## src/rtl/vga_pkg.sv

```systemverilog
// Shared definitions for the VGA scan-out engine: timing totals, RGB444 field layout,
// pixel type and the resync FSM states.
package vga_pkg;

  localparam int PIXEL_BITS = 12;
  localparam int RED_MSB    = 11;
  localparam int GREEN_MSB  = 7;
  localparam int BLUE_MSB   = 3;

  typedef logic [PIXEL_BITS-1:0] pixel_t;

  typedef enum logic [1:0] {
    ST_RUN         = 2'd0,
    ST_RESYNC_WAIT = 2'd1,
    ST_DRAIN       = 2'd2
  } resync_state_t;

  function automatic int timing_total(input int active, input int front,
                                      input int sync, input int back);
    return active + front + sync + back;
  endfunction

  // Totals for the default 640x480 mode.
  localparam int H_TOTAL = timing_total(640, 16, 96, 48);
  localparam int V_TOTAL = timing_total(480, 10, 2, 33);

endpackage

```

## src/rtl/vga_prefetch_fifo.sv

```systemverilog
// Synchronous prefetch FIFO holding RGB444 pixels ahead of the beam.
// Flush empties it in one cycle and wins over a simultaneous push or pop.
module vga_prefetch_fifo
  import vga_pkg::*;
#(
  parameter  int DEPTH = 8,
  localparam int AW    = $clog2(DEPTH),
  localparam int CW    = AW + 1
) (
  input  logic          clock,
  input  logic          reset,
  input  logic          push,
  input  pixel_t        push_data,
  input  logic          pop,
  input  logic          flush,
  output pixel_t        head,
  output logic [CW-1:0] count,
  output logic          empty,
  output logic          full
);

  pixel_t        mem [DEPTH];
  logic [AW-1:0] wr_ptr;
  logic [AW-1:0] rd_ptr;
  logic          do_push;
  logic          do_pop;

  assign empty   = (count == '0);
  assign full    = (count == CW'(DEPTH));
  assign do_pop  = pop && !empty && !flush;
  assign do_push = push && !flush && (!full || do_pop);
  assign head    = mem[rd_ptr];

  // NOTE: the storage array has no reset; only pointers and count decide which entries are valid.
  always_ff @(posedge clock) begin
    if (do_push) mem[wr_ptr] <= push_data;
  end

  // NOTE: registers use non-blocking assignment so every update sees pre-edge values.
  always_ff @(posedge clock) begin
    if (reset || flush) begin
      wr_ptr <= '0;
      rd_ptr <= '0;
      count  <= '0;
    end else begin
      if (do_push) wr_ptr <= wr_ptr + 1'b1;
      if (do_pop)  rd_ptr <= rd_ptr + 1'b1;
      case ({do_push, do_pop})
        2'b10:   count <= count + 1'b1;
        2'b01:   count <= count - 1'b1;
        default: ;
      endcase
    end
  end

endmodule

```

## src/rtl/vga_scanout.sv

```systemverilog
// VGA scan-out engine: timing generator, in-order framebuffer prefetch and underrun resync.
// Optional build macro VGA_TEST_PATTERN_EN adds a test_pattern input showing 8 colour bars.
module vga_scanout
  import vga_pkg::*;
#(
  parameter int RED_BITS     = 3,
  parameter int GREEN_BITS   = 3,
  parameter int BLUE_BITS    = 3,
  parameter int H_ACTIVE     = 640,
  parameter int H_FRONT      = 16,
  parameter int H_SYNC       = 96,
  parameter int H_BACK       = 48,
  parameter int V_ACTIVE     = 480,
  parameter int V_FRONT      = 10,
  parameter int V_SYNC       = 2,
  parameter int V_BACK       = 33,
  parameter bit HSYNC_POL    = 1'b0,
  parameter bit VSYNC_POL    = 1'b0,
  parameter int ADDRESS_BITS = 22,
  parameter int FIFO_DEPTH   = 8
) (
  input  logic                    clock,
  input  logic                    reset,
  input  logic                    enable,
`ifdef VGA_TEST_PATTERN_EN
  input  logic                    test_pattern,
`endif
  output logic                    hsync,
  output logic                    vsync,
  output logic [RED_BITS-1:0]     red,
  output logic [GREEN_BITS-1:0]   green,
  output logic [BLUE_BITS-1:0]    blue,
  output logic                    active,
  output logic                    frame_start,
  output logic                    read_request,
  output logic [ADDRESS_BITS-1:0] read_address,
  input  logic                    read_valid,
  input  pixel_t                  pixel_data,
  output logic                    underrun
);

  localparam int LINE_CYCLES = timing_total(H_ACTIVE, H_FRONT, H_SYNC, H_BACK);
  localparam int FRAME_LINES = timing_total(V_ACTIVE, V_FRONT, V_SYNC, V_BACK);
  localparam int HW          = $clog2(LINE_CYCLES);
  localparam int VW          = $clog2(FRAME_LINES);
  localparam int CW          = $clog2(FIFO_DEPTH) + 1;

  localparam logic [HW-1:0] H_LAST    = HW'(LINE_CYCLES - 1);
  localparam logic [HW-1:0] H_VIS_END = HW'(H_ACTIVE);
  localparam logic [HW-1:0] HS_FIRST  = HW'(H_ACTIVE + H_FRONT);
  localparam logic [HW-1:0] HS_LAST   = HW'(H_ACTIVE + H_FRONT + H_SYNC - 1);
  localparam logic [VW-1:0] V_LAST    = VW'(FRAME_LINES - 1);
  localparam logic [VW-1:0] V_VIS_END = VW'(V_ACTIVE);
  localparam logic [VW-1:0] VS_FIRST  = VW'(V_ACTIVE + V_FRONT);
  localparam logic [VW-1:0] VS_LAST   = VW'(V_ACTIVE + V_FRONT + V_SYNC - 1);
  localparam logic [ADDRESS_BITS-1:0] ADDR_LAST = ADDRESS_BITS'(H_ACTIVE * V_ACTIVE - 1);
  localparam logic [CW:0]   CREDIT_LIMIT = (CW + 1)'(FIFO_DEPTH);

  logic [HW-1:0]           h;
  logic [VW-1:0]           v;
  logic [ADDRESS_BITS-1:0] addr;
  logic [CW-1:0]           outstanding;
  resync_state_t           state;
  resync_state_t           state_next;

  logic                    visible;
  logic                    in_hsync;
  logic                    in_vsync;
  logic                    vsync_first;
  logic                    tp_on;
  logic                    response;
  logic                    fetch_ok;
  logic                    flush;
  logic                    drain;
  logic                    issue;
  logic                    push;
  logic                    pop;
  logic                    starve;
  logic                    credit_ok;

  pixel_t                  fifo_head;
  logic [CW-1:0]           fifo_count;
  logic                    fifo_empty;
  logic                    fifo_full;

  logic [RED_BITS-1:0]     red_c;
  logic [GREEN_BITS-1:0]   green_c;
  logic [BLUE_BITS-1:0]    blue_c;

`ifdef VGA_TEST_PATTERN_EN
  localparam logic [HW-1:0] BAR_WIDTH = HW'(H_ACTIVE / 8);
  logic [2:0] bar;
  assign tp_on = test_pattern;
  assign bar   = 3'(h / BAR_WIDTH);
`else
  assign tp_on = 1'b0;
`endif

  // Beam position decode; sync windows and the visible area read the current counters.
  assign visible     = enable && (h < H_VIS_END) && (v < V_VIS_END);
  assign in_hsync    = enable && (h >= HS_FIRST) && (h <= HS_LAST);
  assign in_vsync    = enable && (v >= VS_FIRST) && (v <= VS_LAST);
  assign vsync_first = enable && (h == '0) && (v == VS_FIRST);

  // Credit counts requests still in flight, so the FIFO can never be pushed past full.
  assign credit_ok = (({1'b0, fifo_count} + {1'b0, outstanding}) < CREDIT_LIMIT);
  assign response  = read_valid && (outstanding != '0);
  assign issue     = enable && fetch_ok && !tp_on && credit_ok;
  assign push      = response && !flush && !drain && !fifo_full;
  assign pop       = visible && !tp_on && !fifo_empty;
  assign starve    = visible && !tp_on && fifo_empty;

  vga_prefetch_fifo #(
    .DEPTH (FIFO_DEPTH)
  ) u_fifo (
    .clock     (clock),
    .reset     (reset),
    .push      (push),
    .push_data (pixel_data),
    .pop       (pop),
    .flush     (flush),
    .head      (fifo_head),
    .count     (fifo_count),
    .empty     (fifo_empty),
    .full      (fifo_full)
  );

  always_ff @(posedge clock) begin
    if (reset || !enable) begin
      h <= '0;
      v <= '0;
    end else if (h == H_LAST) begin
      h <= '0;
      v <= (v == V_LAST) ? '0 : v + 1'b1;
    end else begin
      h <= h + 1'b1;
    end
  end

  always_ff @(posedge clock) begin
    if (reset) state <= ST_RUN;
    else       state <= state_next;
  end

  // NOTE: every combinational output gets a default first so no path infers a latch.
  always_comb begin
    state_next = state;
    unique case (state)
      ST_RUN:         if (starve)            state_next = ST_RESYNC_WAIT;
      ST_RESYNC_WAIT: if (vsync_first)       state_next = ST_DRAIN;
      ST_DRAIN:       if (outstanding == '0) state_next = ST_RUN;
      default:                               state_next = ST_RUN;
    endcase
  end

  always_comb begin
    fetch_ok = 1'b0;
    flush    = 1'b0;
    drain    = 1'b0;
    unique case (state)
      ST_RUN:         fetch_ok = 1'b1;
      ST_RESYNC_WAIT: flush    = vsync_first;
      ST_DRAIN:       drain    = 1'b1;
      default:        ;
    endcase
  end

  always_ff @(posedge clock) begin
    if (reset) begin
      addr         <= '0;
      outstanding  <= '0;
      read_request <= 1'b0;
      read_address <= '0;
    end else begin
      read_request <= issue;
      if (issue) read_address <= addr;
      if (flush)      addr <= '0;
      else if (issue) addr <= (addr == ADDR_LAST) ? '0 : addr + 1'b1;
      case ({issue, response})
        2'b10:   outstanding <= outstanding + 1'b1;
        2'b01:   outstanding <= outstanding - 1'b1;
        default: ;
      endcase
    end
  end

  always_comb begin
    red_c   = '0;
    green_c = '0;
    blue_c  = '0;
    if (visible) begin
`ifdef VGA_TEST_PATTERN_EN
      if (tp_on) begin
        red_c   = {RED_BITS{bar[2]}};
        green_c = {GREEN_BITS{bar[1]}};
        blue_c  = {BLUE_BITS{bar[0]}};
      end else
`endif
      if (pop) begin
        red_c   = fifo_head[RED_MSB   -: RED_BITS];
        green_c = fifo_head[GREEN_MSB -: GREEN_BITS];
        blue_c  = fifo_head[BLUE_MSB  -: BLUE_BITS];
      end
    end
  end

  always_ff @(posedge clock) begin
    if (reset) begin
      hsync       <= ~HSYNC_POL;
      vsync       <= ~VSYNC_POL;
      red         <= '0;
      green       <= '0;
      blue        <= '0;
      active      <= 1'b0;
      frame_start <= 1'b0;
    end else begin
      hsync       <= in_hsync ? HSYNC_POL : ~HSYNC_POL;
      vsync       <= in_vsync ? VSYNC_POL : ~VSYNC_POL;
      red         <= red_c;
      green       <= green_c;
      blue        <= blue_c;
      active      <= visible;
      frame_start <= visible && (h == '0) && (v == '0);
    end
  end

  always_ff @(posedge clock) begin
    if (reset)       underrun <= 1'b0;
    else if (starve) underrun <= 1'b1;
  end

  // Low colour bits of each RGB444 field are dropped when the output is narrower.
  logic unused_bits;
  assign unused_bits = ^fifo_head;

endmodule

```

## config.mk

```make
export PLATFORM = sky130hd
export DESIGN_NAME = vga_scanout
export DESIGN_NICKNAME = d
export VERILOG_FILES = /design/src/rtl/vga_pkg.sv /design/src/rtl/vga_prefetch_fifo.sv /design/src/rtl/vga_scanout.sv
export SDC_FILE = /design/constraint.sdc
export NUM_CORES = 1
export LEC_CHECK = 0
export ABC_CLOCK_PERIOD_IN_PS = 2900
export CELL_PAD_IN_SITES_DETAIL_PLACEMENT = 0
export CELL_PAD_IN_SITES_GLOBAL_PLACEMENT = 2
export CORE_ASPECT_RATIO = 1.5
export CORE_MARGIN = 3
export CORE_UTILIZATION = 36
export CTS_CLUSTER_SIZE = 10
export DETAILED_ROUTE_END_ITERATION = 12
export MAX_ROUTING_LAYER = met4
export PLACE_DENSITY_LB_ADDON = 0.3
export SETUP_SLACK_MARGIN = 0.4
export SLEW_MARGIN = 25
export SYNTH_ARGS = -nofsm -noshare
export SYNTH_HDL_FRONTEND = slang
export SYNTH_SLANG_ARGS = --single-unit
```

## constraint.sdc

```tcl
create_clock -name clock -period 2.9 [get_ports clock]
set_clock_uncertainty 0.05 [all_clocks]
set_input_delay 0.29 -clock clock [delete_from_list [all_inputs] [get_ports clock]]
set_output_delay 0.29 -clock clock [all_outputs]
set_load 0.02 [all_outputs]
```

# [After elaboration in Yosys (flattened, before gate mapping)]
# Memories as Yosys holds them, arrays and structs flattened. A register that Yosys moved wholly into a read port is not among the register bits.
# Index checks and enable logic that the tools add are counted.
[classes] n_addsub=10 magnitude_cmp=7 n_eq_ne=14 muxes=15 bitwise_logic=2 n_reduce_logical=42
[op_table] operator="22-bit by 1-bit adder with 22-bit output (second input constant)" n=1
[op_table] operator="22-bit by 19-bit equality test with 1-bit output (second input constant)" n=1
[op_table] operator="1-bit logical AND" n=22
[op_table] operator="22-bit two-way mux" n=1
[op_table] operator="10-bit by 1-bit adder with 10-bit output (second input constant)" n=2
[op_table] operator="10-bit equality test (second input constant)" n=2
[op_table] operator="10-bit logical NOT" n=2
[op_table] operator="4-bit one-hot mux with 2 select lines" n=2
[op_table] operator="10-bit by 9-bit equality test with 1-bit output (second input constant)" n=1
[op_table] operator="10-bit greater-or-equal comparator (second input constant)" n=1
[op_table] operator="10-bit by 9-bit greater-or-equal comparator with 1-bit output (second input constant)" n=1
[op_table] operator="10-bit <= comparator (second input constant)" n=1
[op_table] operator="10-bit by 9-bit <= comparator with 1-bit output (second input constant)" n=1
[op_table] operator="10-bit < comparator (second input constant)" n=1
[op_table] operator="10-bit by 9-bit < comparator with 1-bit output (second input constant)" n=1
[op_table] operator="10-bit two-way mux" n=1
[op_table] operator="4-bit by 1-bit adder with 4-bit output (second input constant)" n=2
[op_table] operator="4-bit logical NOT" n=2
[op_table] operator="4-bit by 1-bit subtractor with 4-bit output (second input constant)" n=2
[op_table] operator="1-bit two-way mux" n=7
[op_table] operator="3-bit by 1-bit adder with 3-bit output (second input constant)" n=2
[op_table] operator="2-bit by 1-bit equality test with 1-bit output (second input constant)" n=3
[op_table] operator="2-bit equality test (second input constant)" n=3
[op_table] operator="2-bit two-way mux" n=3
[op_table] operator="other kinds (14)" n=25
[totals] reg_bits=86 mem_bits_rw=96 in_bits=16 output_inout_bits=37 word_cells=106 n_memories=1
[mem_list] memory="u_fifo.mem" depth=8 word_bits=12 read_ports=1 rd_clocked_by_memory_dff=1 wr=1 line_no="vga_prefetch_fifo.sv:22" text="pixel_t mem [DEPTH];"

# [Logic depth before layout (Yosys ltp)]
# Gate-level depths: netlist of run 1.
[logic_depth] ltp_word=12 depth_mapped=14 mapped_depth_nobuf=12

# [By module]
# Synthesis of run 1 repeated with hierarchy kept, for this count alone.
[hier_totals] cells_unflattened=632 area_unflattened_um2=7943.9
[modules_own_cells] module="vga_prefetch_fifo" instances=1 cells_each=218 area_each_um2=4307.9 seq_area_each_um2=3143.0
[modules_own_cells] module="vga_scanout" instances=1 cells_each=414 area_each_um2=3636.0 seq_area_each_um2=1701.6

# [Worst setup path after synthesis of run 1]
# OpenSTA, ideal clock, no wires.
[synth_timing] path_type="reg-to-reg" start="register outstanding[3]" end="register outstanding[3]" setup_ps=70 arrival_time_ps=2894 t_required_ps=2780 slack_ps=-115 path_stages_with_launch=15 n_path_buf=3 period_less_slack_ps=3015 cell_sequence="dfxtp_1 ha_1 nor4b_2 o211a_1 buf_4 inv_2 buf_2 buf_2 ha_1 ha_1 a21o_1 a21oi_1 xnor2_1 or3_1 a21oi_1"
[synth_via] elab_chain_cells=5 word_cells_on_any_way=11 cone_classes="add/sub (3); order compare (1); eq/ne (2); mux (1); reduce/logical (4)"
[synth_rtl] item="start: declaration" line_no="vga_scanout.sv:62" text="logic [CW-1:0] outstanding;"
[synth_rtl] item="start signal: assignment" line_no="vga_scanout.sv:180" text="2'b10: outstanding <= outstanding + 1'b1;"
[synth_rtl] item="start signal: assignment" line_no="vga_scanout.sv:181" text="2'b01: outstanding <= outstanding - 1'b1;"
[synth_rtl] item="4-bit by 4-bit adder with 5-bit output" line_no="vga_scanout.sv:106" text="assign credit_ok = (({1'b0, fifo_count} + {1'b0, outstanding}) < CREDIT_LIMIT);"
[synth_rtl] item="5-bit by 4-bit < comparator with 1-bit output" line_no="vga_scanout.sv:106"
[synth_rtl] item="1-bit logical AND" line_no="vga_scanout.sv:108" text="assign issue = enable && fetch_ok && !tp_on && credit_ok;"
[synth_rtl] item="2-bit by 1-bit equality test with 1-bit output or 2-bit equality test (tied branches)" line_no="vga_scanout.sv:179" text="case ({issue, response})"
[synth_rtl] item="4-bit one-hot mux with 2 select lines or 2-bit nonzero test (tied branches)"
# Several ways; a longest one is shown, not always the timed one.
# A chain may end at the register's enable or synchronous reset.

# [Final worst setup path of run 1]
[layout_timing] start="register h[7]" end="register u_fifo.count[2]"
[layout_via] elab_chain_cells=12 word_cells_on_any_way=22 cone_classes="order compare (1); eq/ne (2); mux (2); reduce/logical (17)"
[layout_rtl] item="start: declaration" line_no="vga_scanout.sv:59" text="logic [HW-1:0] h;"
[layout_rtl] item="start signal: assignment" line_no="vga_scanout.sv:136" text="h <= h + 1'b1;"
[layout_rtl] item="branches (longest 12 deep; another with 10-bit < comparator)"
[layout_rtl] item="end signal: assignment" line_no="vga_prefetch_fifo.sv:49" text="2'b10: count <= count + 1'b1;"
[layout_rtl] item="end signal: assignment" line_no="vga_prefetch_fifo.sv:50" text="2'b01: count <= count - 1'b1;"
[layout_rtl] item="end: declaration" line_no="vga_prefetch_fifo.sv:17" text="output logic [CW-1:0] count,"
# Several ways; the timed one is not identified.

==> results of run 1 <==
worst reg2reg max path: stages (launching register included):
cell and delay, ps:
dfxtp_4 340, or3_4 400, nand4bb_4 220, or4_4 450
nand2_4 100, ha_4 150, xor2_1 160, ha_2 200
a21oi_2 40, xor2_1 140, or3_1 300, a21oi_1 140
flip-flops by register name, summed over array words and instances (netlist names), 2 cells and up:
signal,count
v,10
blue,3
addr,22
u_fifo.wr_ptr,3
u_fifo.mem,72
read_address,22
outstanding,4
u_fifo.rd_ptr,3
h,10
red,3
green,3
u_fifo.count,4
state,2
how the worst min path moves through the flow:
| stage | from | to | slack [ps] |
|---|---|---|---|
| 2_1_floorplan | pixel_data[10] | u_fifo.mem[0][10] | 340 |
| 3_3_place_gp | h[0] | h[0] | 390 |
| 3_5_place_dp | read_address[21] | read_address[21] | 400 |
| 4_1_cts | read_address[21] | read_address[21] | 410 |
| 5_1_grt | read_address[1] | read_address[1] | 420 |
| 6_report | underrun | underrun | 400 |
final cells by class:
cell class	instances	area (um^2)
multi-input combinational	388	2810
tap	252	315
clock inverter	15	156
sequential	167	4070
inverter	14	52.6
clock buffer	17	425
timing repair buffer	91	806
fill	1773	10100
logic make-up (layout without fill, tap and decap cells):
group | Yosys count | count (layout)
compound gates | 57 | 57
xor+xnor | 45 | 45
fa+ha+maj | 17 | 17
buf+inv | 42 | 137
flops | 167 | 167
mux | 30 | 30
simple gates | 239 | 239
layer usage:
metal  vias to the layer above  GRT usage (%)  routed length [um]
li1                       2301              -                   -
met1                      2275           16.4                5940
met3                        23           3.24                 363
met5                         -              -                   0
met2                        64           28.7                8450
met4                         0           6.12                 316
per-stage QoR:
stage	total power, W	hold slack [ps]
2_1_floorplan	0.00387	339
3_3_place_gp	0.00430	390
3_5_place_dp	0.00434	398
4_1_cts	0.00658	406
5_1_grt	0.00688	423
6_report	0.00651	398
what timing repair did:
| action | in CTS | in global routing |
|---|---|---|
| pin swaps | 2 | 1 |
| setup buffers | 1 | 2 |
| resized for setup | 3 | 4 |
| hold buffers | 0 | 0 |
| setup endpoints to repair | 3 | 4 |
cell usage in the layout, fill, tap and decap left out, types with 8 or more instances in the layout:
cell / synthesis / routed
mux4_2: 18 / 18
a21oi_1: 36 / 34
inv_1: 13 / 13
xnor2_1: 23 / 23
nand3_1: 26 / 26
dfxtp_1: 95 / 91
nor2_1: 76 / 76
nand2_1: 62 / 61
xor2_1: 22 / 22
clkbuf_16: 0 / 17
buf_4: 1 / 42
nor4_1: 13 / 12
nand4_1: 8 / 8
edfxtp_1: 72 / 72
mux2i_1: 12 / 12
nor3_1: 13 / 13
ha_1: 16 / 11
clkdlybuf4s50_1: 0 / 49
power by group:
part / total [W] / switching (W) / leakage, nW / internal, W
logic: 0.00153 / 0.000817 / 1.19 / 0.000717
clock network: 0.00222 / 0.000996 / 0.282 / 0.00122
registers: 0.00276 / 0.000131 / 1.42 / 0.00263
total: 0.00651 / 0.00194 / 2.89 / 0.00457
==> reports/qor.yml, run 1 <==
synthSimpleGateAreaFrac_pct: 17.2
synth_most_common_cell: "dfxtp_1"
die_x_um: 119
cts_buffer_depth: 2
synthDistinctLibCells: 56
syn_nets: 630
synthFlopType: "dfxtp_1"
path_clk_slew_ps: 60
final_util_pct: 46.0
hold_viol_final: 0
placed_cells: 909
drive_above_1_share_pct: 17.2
reg2reg_from: "h[7]"
synth_xor_area_share_pct: 5.67
num_rows: 61
synth_edf_count: 72
synthAdderAreaFrac_pct: 3.17
slowest_delay_ps: 450
cts_inserted_buffers: 17
synth_compound_area_share_pct: 5.31
cp.required_ps: 3200
cp.arrival_ps: 3050
end_kind: "flip-flop"
ys_async_sr_fraction_pct: 0
cts_tree: "yes"
fin_area_um2: 8640
crit_buf_inv: 0
synth_top_family_by_area: "simple AND/OR/NAND/NOR gates"
cpMaxStageDelayCell: "or4_4"
finalWeightedCongestion: 0.829
synth.top_cells.by_count: "95 x dfxtp_1, 76 x nor2_1, 72 x edfxtp_1"
rrSetupSlack_ps: 150
synth_area_per_cell_um2: 11.6
finalSetupTns_ps: 0
cellPowerDensity_nw_per_um2: 754
r2r_end: "u_fifo.count[2]"
die-height_um: 176
final-max-slew-violation-count: 0
cts_root_buf: "clkbuf_16"
grt_max_degree: 38
overflow: 0
drc: 0
worst_pin_slew_ps: 768
vias: 4663
drt_wl_total_um: 15100
setup_ws_ps: 152
coreArea_um2: 18800
initial_core_util_pct: 37.0
period_share_pct: 94.8
slew_headroom_pct: 48.3
synth.top_cell.area_share_pct: 31.1
fin_crit_ps: 2750
synth-seq-area-share_pct: 58.5
worst_hold_path_type: "reg2reg"
finalSetupViolations: 0
placed_area_um2: 8010
crit_path_frequent_cell: "xor2_1"
yosysWarnings: 0
die_area_um2: 21000
peakVddDrop_mv: 0.470
maxCapViolCount: 0
first_iter_violations: 224
avgViaCountPerCell: 4.94
cp_max_fo: 5
htree_levels: 4
clk_latency_ps: 420
endpoint: "u_fifo.count[2]"
critPathLaunchType: "flip-flop"
dr.pass1.iters: 4
fmax_ghz: 0.364
syn-cell-area_um2: 6950
crit_type: "reg2reg"
crit_start: "h[7]"
ant_nets: 0
synthCells: 597
yosys-top-cells-area: "edfxtp_1 31%, dfxtp_1 27%, mux4_2 5.8%"
crit_chain: "or3_4, nand4bb_4, or4_4, nand2_4, ha_4, xor2_1, ha_2, a21oi_2, xor2_1, or3_1, a21oi_1"
path_depth: 11
grt_pass1_wl_um: 25100
diodes: 0
io_buffers: 49
grt_usage_pct: 15.7
io_pins: 53
path_delay_family: "simple AND/OR/NAND/NOR gates"
clkSinkCount: 167
muxShareOfSynthArea_pct: 7.57
dp_hpwl_um: 10700
antenna_found_initial: 0
finalNetCount: 712
area_growth_pct: 24.3
synth-seq-cells: 167
rsz0062_at_grt: "yes"
synth_top_cell_by_area: "edfxtp_1"
status: "completed"
wl_per_cell_um: 16.0
pre_cts_ws_ps: 21.2
min_path_cells: 2
final-instance-count-excl-fill: 944
ff2ff_path_depth: 11
grt_pass1_vias: 4878
leakagePower_nw: 2.89
Power figures use the tool's default switching activity.
==> run 2: changes to the inputs <==
--- a/config.mk
+++ b/config.mk
@@ -5,12 +5,11 @@
 export SDC_FILE = /design/constraint.sdc
 export NUM_CORES = 1
 export LEC_CHECK = 0
-export ABC_CLOCK_PERIOD_IN_PS = 2900
+export ABC_CLOCK_PERIOD_IN_PS = 2750
 export CELL_PAD_IN_SITES_DETAIL_PLACEMENT = 0
 export CELL_PAD_IN_SITES_GLOBAL_PLACEMENT = 2
 export CORE_ASPECT_RATIO = 1.5
-export CORE_MARGIN = 3
-export CORE_UTILIZATION = 36
+export CORE_UTILIZATION = 39
 export CTS_CLUSTER_SIZE = 10
 export DETAILED_ROUTE_END_ITERATION = 12
 export MAX_ROUTING_LAYER = met4
==> constraint.sdc (replaced) <==
create_clock -name clock -period 2.75 [get_ports clock]
set_clock_uncertainty 0.05 [all_clocks]
set_input_delay 0.275 -clock clock [delete_from_list [all_inputs] [get_ports clock]]
set_output_delay 0.275 -clock clock [all_outputs]
set_load 0.02 [all_outputs]
==> run 2 against run 1 <==
Effect of this change: the flow now finishes with violations (design-rule violations); worst setup slack worse by 91 ps; clock power is 4% higher; routed wire length is 0.55% lower; first-iteration DRC count is 29% lower; power is 6.2% higher; combinational power is 10% higher; core utilization is 3.9 points higher; non-clock buffer count is 7 higher; fmax is 2.2% higher; sequential share of layout area is 0.30 points lower.
==> reports/qor.yml, run 2 (same netlist as run 1, synthesis figures left out) <==
cp.arrival_ps: 2990
initial_core_util_pct: 39.9
worst_hold_path_type: "reg2reg"
largest_register_ffs: 72
crit_buf_inv: 0
clkSinkCount: 167
reg_top3: "u_fifo.mem x72, addr x22, read_address x22"
violations: "design-rule violations"
finalSetupViolations: 0
cellPowerDensity_nw_per_um2: 795
slew_headroom_pct: 49.1
num_rows: 59
cp_max_fo: 2
diodes: 0
die_x_um: 111
dr.pass1.iters: 9
crit_chain: "or3_4, nand4bb_4, or4_4, nand2_4, ha_4, xor2_1, ha_1, a21oi_1, xor2_1, or3_1, a21oi_1"
coreArea_um2: 17400
io_pins: 53
leakagePower_nw: 2.95
grt_use_met1_pct: 17.6
cts_buffer_depth: 2
first_iter_violations: 160
grt_pass1_vias: 4872
die_area_um2: 18400
finalSetupTns_ps: 0
status: "complete, but fails checks"
wl_per_cell_um: 16.4
grt_max_degree: 38
ctsHoldBuffers: 0
drc: 4
worst_pin_slew_ps: 762
hold_viol_final: 0
cts_tree: "yes"
ant_nets: 0
critPathLaunchType: "flip-flop"
final_cell_mix: "90 x dfxtp_1, 76 x nor2_1, 72 x edfxtp_1"
finalNetCount: 719
overflow: 0
end_kind: "flip-flop"
final-instance-count-excl-fill: 912
path_clk_slew_ps: 70
peakVddDrop_mv: 0.308
cts_root_buf: "clkbuf_16"
clk_latency_ps: 430
period_share_pct: 97.8
rsz0062_at_grt: "yes"
top_usage_layer: "met2"
finalPower_w: 0.00692
drive_above_1_share_pct: 19.0
drt_wl_total_um: 15000
grt_usage_pct: 17.9
finalWeightedCongestion: 0.772
cts_inserted_buffers: 17
final-max-slew-violation-count: 0
antenna_found_initial: 0
maxCapViolCount: 0
avgViaCountPerCell: 5.14
final_common_cell: "dfxtp_1"
vias: 4684
htree_levels: 4
path_delay_family: "simple AND/OR/NAND/NOR gates"
grtUsageMet3_pct: 3.65
fmax_ghz: 0.372
worst_hold_slack_ps: 411
met2_usage_pct: 34.4
crit_type: "reg2reg"
cp.required_ps: 3050
dp_hpwl_um: 10500
largest-register: "u_fifo.mem"
placed_cells: 875
slowest_delay_ps: 460
die-height_um: 165
grt_pass1_wl_um: 24300
area_growth_pct: 25.2
cpMaxStageDelayCell: "or4_4"
io_buffers: 49
fin_crit_ps: 2690
## run 2: per-layer routing
layer / wire [um] / up-vias
met5: 0 / -
met4: 280 / 0
met1: 5880 / 2285
li1: - / 2307
met3: 357 / 14
met2: 8470 / 78
## run 2: final timing paths
path | slack (ps) | to | cells past startpoint | start
worst max-delay path | 60 | u_fifo.count[2] | 11 | h[7]
worst max register to register | 60 | u_fifo.count[2] | 11 | h[7]
worst min-delay path | 410 | read_address[16] | 2 | read_address[16]
worst min register to register | 410 | read_address[16] | 2 | read_address[16]
## run 2: worst reg2reg max path, delay by kind of cell (launching register included)
| family | cells | cell delay, ps |
|---|---|---|
| flops | 1 | 320 |
| fa+ha+maj | 2 | 290 |
| simple gates | 5 | 1480 |
| xor+xnor | 2 | 290 |
| compound gates | 2 | 190 |
## run 2: through the flow
stage	instance area [um^2]	util [%]	worst slack [ps]
2_1_floorplan	7060	-	22.1
3_3_place_gp	8010	46.0	-61.1
3_5_place_dp	8010	46.0	-81.9
4_1_cts	8590	49.3	37.1
5_1_grt	8700	49.9	-61.2
6_report	8700	49.9	60.7
## run 2: repair_timing
action,CTS,global route
pin swaps,1,4
buffers inserted,0,4
gates cloned,0,1
setup endpoints to repair,4,73
gates resized for setup,0,14
## run 2: power by group
part	internal [W]	total (W)	switching (W)	leakage (nW)
sequential	0.00278	0.00293	0.000146	1.42
clock	0.00121	0.00230	0.00109	0.287
combinational	0.000806	0.00169	0.000885	1.24
## run 2: final cells by class
class / count / area, um^2
Fill cell: 1598 / 8720
Sequential cell: 167 / 4080
Multi-Input combinational cell: 388 / 2850
Timing Repair Buffer: 98 / 876
Clock buffer: 17 / 425
Tap cell: 213 / 267
Clock inverter: 15 / 158
Inverter: 14 / 52.6
==> run 3: changes to the inputs <==
--- a/config.mk
+++ b/config.mk
@@ -5,11 +5,13 @@
 export SDC_FILE = /design/constraint.sdc
 export NUM_CORES = 1
 export LEC_CHECK = 0
+export ABC_AREA = 1
 export ABC_CLOCK_PERIOD_IN_PS = 2750
 export CELL_PAD_IN_SITES_DETAIL_PLACEMENT = 0
 export CELL_PAD_IN_SITES_GLOBAL_PLACEMENT = 2
 export CORE_ASPECT_RATIO = 1.5
-export CORE_UTILIZATION = 39
+export CORE_UTILIZATION = 36
+export CTS_CLUSTER_DIAMETER = 150
 export CTS_CLUSTER_SIZE = 10
 export DETAILED_ROUTE_END_ITERATION = 12
 export MAX_ROUTING_LAYER = met4
==> run 3 against run 2 <==
Effect of this change: the run now ends clean; fmax up 23%; worst hold slack worse by 22 ps; die area up 16%; core utilization down 5.3 points; routed wire length up 22%; largest power group unchanged.
==> reports/qor.yml, run 3 <==
io_buffers: 49
htree_levels: 4
slowest_delay_ps: 320
rrSetupSlack_ps: 570
synth_area_per_cell_um2: 8.77
cts_root_buf: "clkbuf_16"
path_depth: 14
ff2ff_path_depth: 14
fmax_ghz: 0.458
synth.top_cells.by_count: "161 x nor2_1, 145 x nand2_1, 95 x dfxtp_1"
critPathLaunchType: "flip-flop"
synth-seq-area-share_pct: 54.6
die_x_um: 119
path_delay_family: "adder cells"
largest_register_ffs: 72
status: "completed"
finalNetCount: 949
final-instance-count-excl-fill: 1193
reg2reg_from: "u_fifo.count[1]"
rsz0062_at_grt: "no"
finalSetupTns_ps: 0
clock_power_share_pct: 30.4
fin_crit_ps: 2180
cp.arrival_ps: 2450
synth_edf_count: 72
finalWeightedCongestion: 0.820
min_path_cells: 1
cpMaxStageDelayCell: "dfxtp_2"
met2_usage_pct: 33.8
period_share_pct: 79.4
crit_type: "reg2reg"
crit_chain: "buf_4, ha_4, nand3_1, nand2_1, nand2_1, nand2_2, ha_4, ha_4, a21oi_2, nand2_2, a21oi_2, o21ai_2, o21bai_1, a21oi_1"
hold_viol_final: 0
syn-cell-area_um2: 7450
switching_power_w: 0.00269
area_growth_pct: 21.9
power_frac_comb_pct: 29.9
synth_most_common_cell: "nor2_1"
synthDistinctLibCells: 41
grtUsageMet3_pct: 3.52
grt_use_met1_pct: 19.9
cts_buffer_depth: 2
worst_pin_slew_ps: 680
drc: 0
synth.top_cell.area_share_pct: 29.0
num_rows: 64
placed_cells: 1154
worst_hold_path_type: "reg2reg"
slew_headroom_pct: 54.6
coreArea_um2: 20300
ys_async_sr_fraction_pct: 0
cts_inserted_buffers: 17
initial_core_util_pct: 36.6
grt_pass1_vias: 5928
cp.required_ps: 3020
grt_pass1_wl_um: 29700
switching_share_pct: 34.6
die-height_um: 178
path_clk_slew_ps: 70
p_int_w: 0.00509
clk_latency_ps: 440
synthFlopType: "dfxtp_1"
final-max-slew-violation-count: 0
cp_max_fo: 5
whs_endpoint: "h[0]"
leakagePower_nw: 3.33
r2r_end: "outstanding[3]"
largest-register: "u_fifo.mem"
cts_tree: "yes"
clkSinkCount: 167
diodes: 0
final_common_cell: "nor2_1"
dp_hpwl_um: 12400
hold_start: "h[0]"
final_cell_mix: "154 x nor2_1, 142 x nand2_1, 79 x dfxtp_1"
overflow: 0
crit_path_frequent_cell: "ha_4"
wl_per_cell_um: 15.3
vias: 5959
yosys-top-cells-area: "edfxtp_1 29%, dfxtp_1 26%, nor2_1 8.1%"
top_usage_layer: "met2"
synthCells: 849
grt_usage_pct: 18.6
antenna_found_initial: 0
grt_max_degree: 39
first_iter_violations: 347
finalSetupViolations: 0
reg_top3: "u_fifo.mem x72, addr x22, read_address x22"
cellPowerDensity_nw_per_um2: 856
synth_top_cell_by_area: "edfxtp_1"
ant_nets: 0
avgViaCountPerCell: 4.99
peakVddDrop_mv: 0.498
syn_nets: 882
dr.pass1.iters: 5
die_area_um2: 21300
synth-seq-cells: 167
crit_buf_inv: 1
yosysWarnings: 0
drive_above_1_share_pct: 13.9
drt_wl_total_um: 18200
maxCapViolCount: 0
end_kind: "flip-flop"
pwr-share-seq_pct: 39.7
io_pins: 53
==> run 3: timing repair <==
item / CTS / global route
endpoints found under the setup margin: 2 / 29
hold buffers: 0 / 0
endpoints found under the hold margin: 0 / 0
gates resized for setup: 8 / 33
buffers inserted: 2 / 5
pin swaps: 2 / 16
==> run 3: metrics by stage <==
stage                     setup WS, ps  cell area [um^2]  hold WS, ps  util [%]  total power, W
after CTS                          425              8950          434      44.0         0.00778
after detailed placement           110              8310          415      40.9         0.00536
after global placement             135              8310          392      40.8         0.00530
after floorplan                    412              7480          324         -         0.00455
final                              567              9080          388      44.6         0.00777
after global routing               385              9080          412      44.6         0.00824
==> run 3: metal layers <==
| metal | part of all wire [%] | wire length, um |
|---|---|---|
| met2 | 54 | 9780 |
| met5 | 0 | 0 |
| met3 | 3.5 | 632 |
| met4 | 2.1 | 376 |
| met1 | 41 | 7420 |
==> run 3: kinds of logic (layout without fill, tap and decap cells) <==
group / after synthesis / in the layout / synth area share (%)
buffers and inverters: 106 / 186 / 6.05
adders and majority gates: 17 / 17 / 2.96
and+or+nand+nor: 403 / 403 / 23.3
xor gates and xnor gates: 18 / 18 / 2.12
DFF: 167 / 167 / 54.6
AOI/OAI and AO/OA: 138 / 138 / 11.0
==> run 3: worst max-delay path by stage <==
stage,from,to
floorplan,outstanding[3],outstanding[3]
global placement,enable,u_fifo.mem[0][7]
detailed placement,enable,u_fifo.count[2]
CTS,h[0],u_fifo.mem[6][1]
global route,outstanding[3],outstanding[3]
finish,u_fifo.count[1],outstanding[3]
==> run 3: area by class of cell <==
cell class | instances | area (um^2)
clock inverter | 15 | 180
multi-input combinational | 576 | 3050
sequential | 167 | 4080
timing repair buffer | 75 | 711
inverter | 79 | 297
tap | 264 | 330
fill | 2025 | 11300
clock buffer | 17 | 425
==> run 3: power groups by stage <==
stage	clock network, W	logic [W]	registers (W)
final	0.00237	0.00233	0.00308
after global routing	0.00254	0.00259	0.00312
after CTS	0.00245	0.00226	0.00307
after detailed placement	0	0.00223	0.00313
after global placement	0	0.00218	0.00312
after floorplan	0	0.00126	0.00329
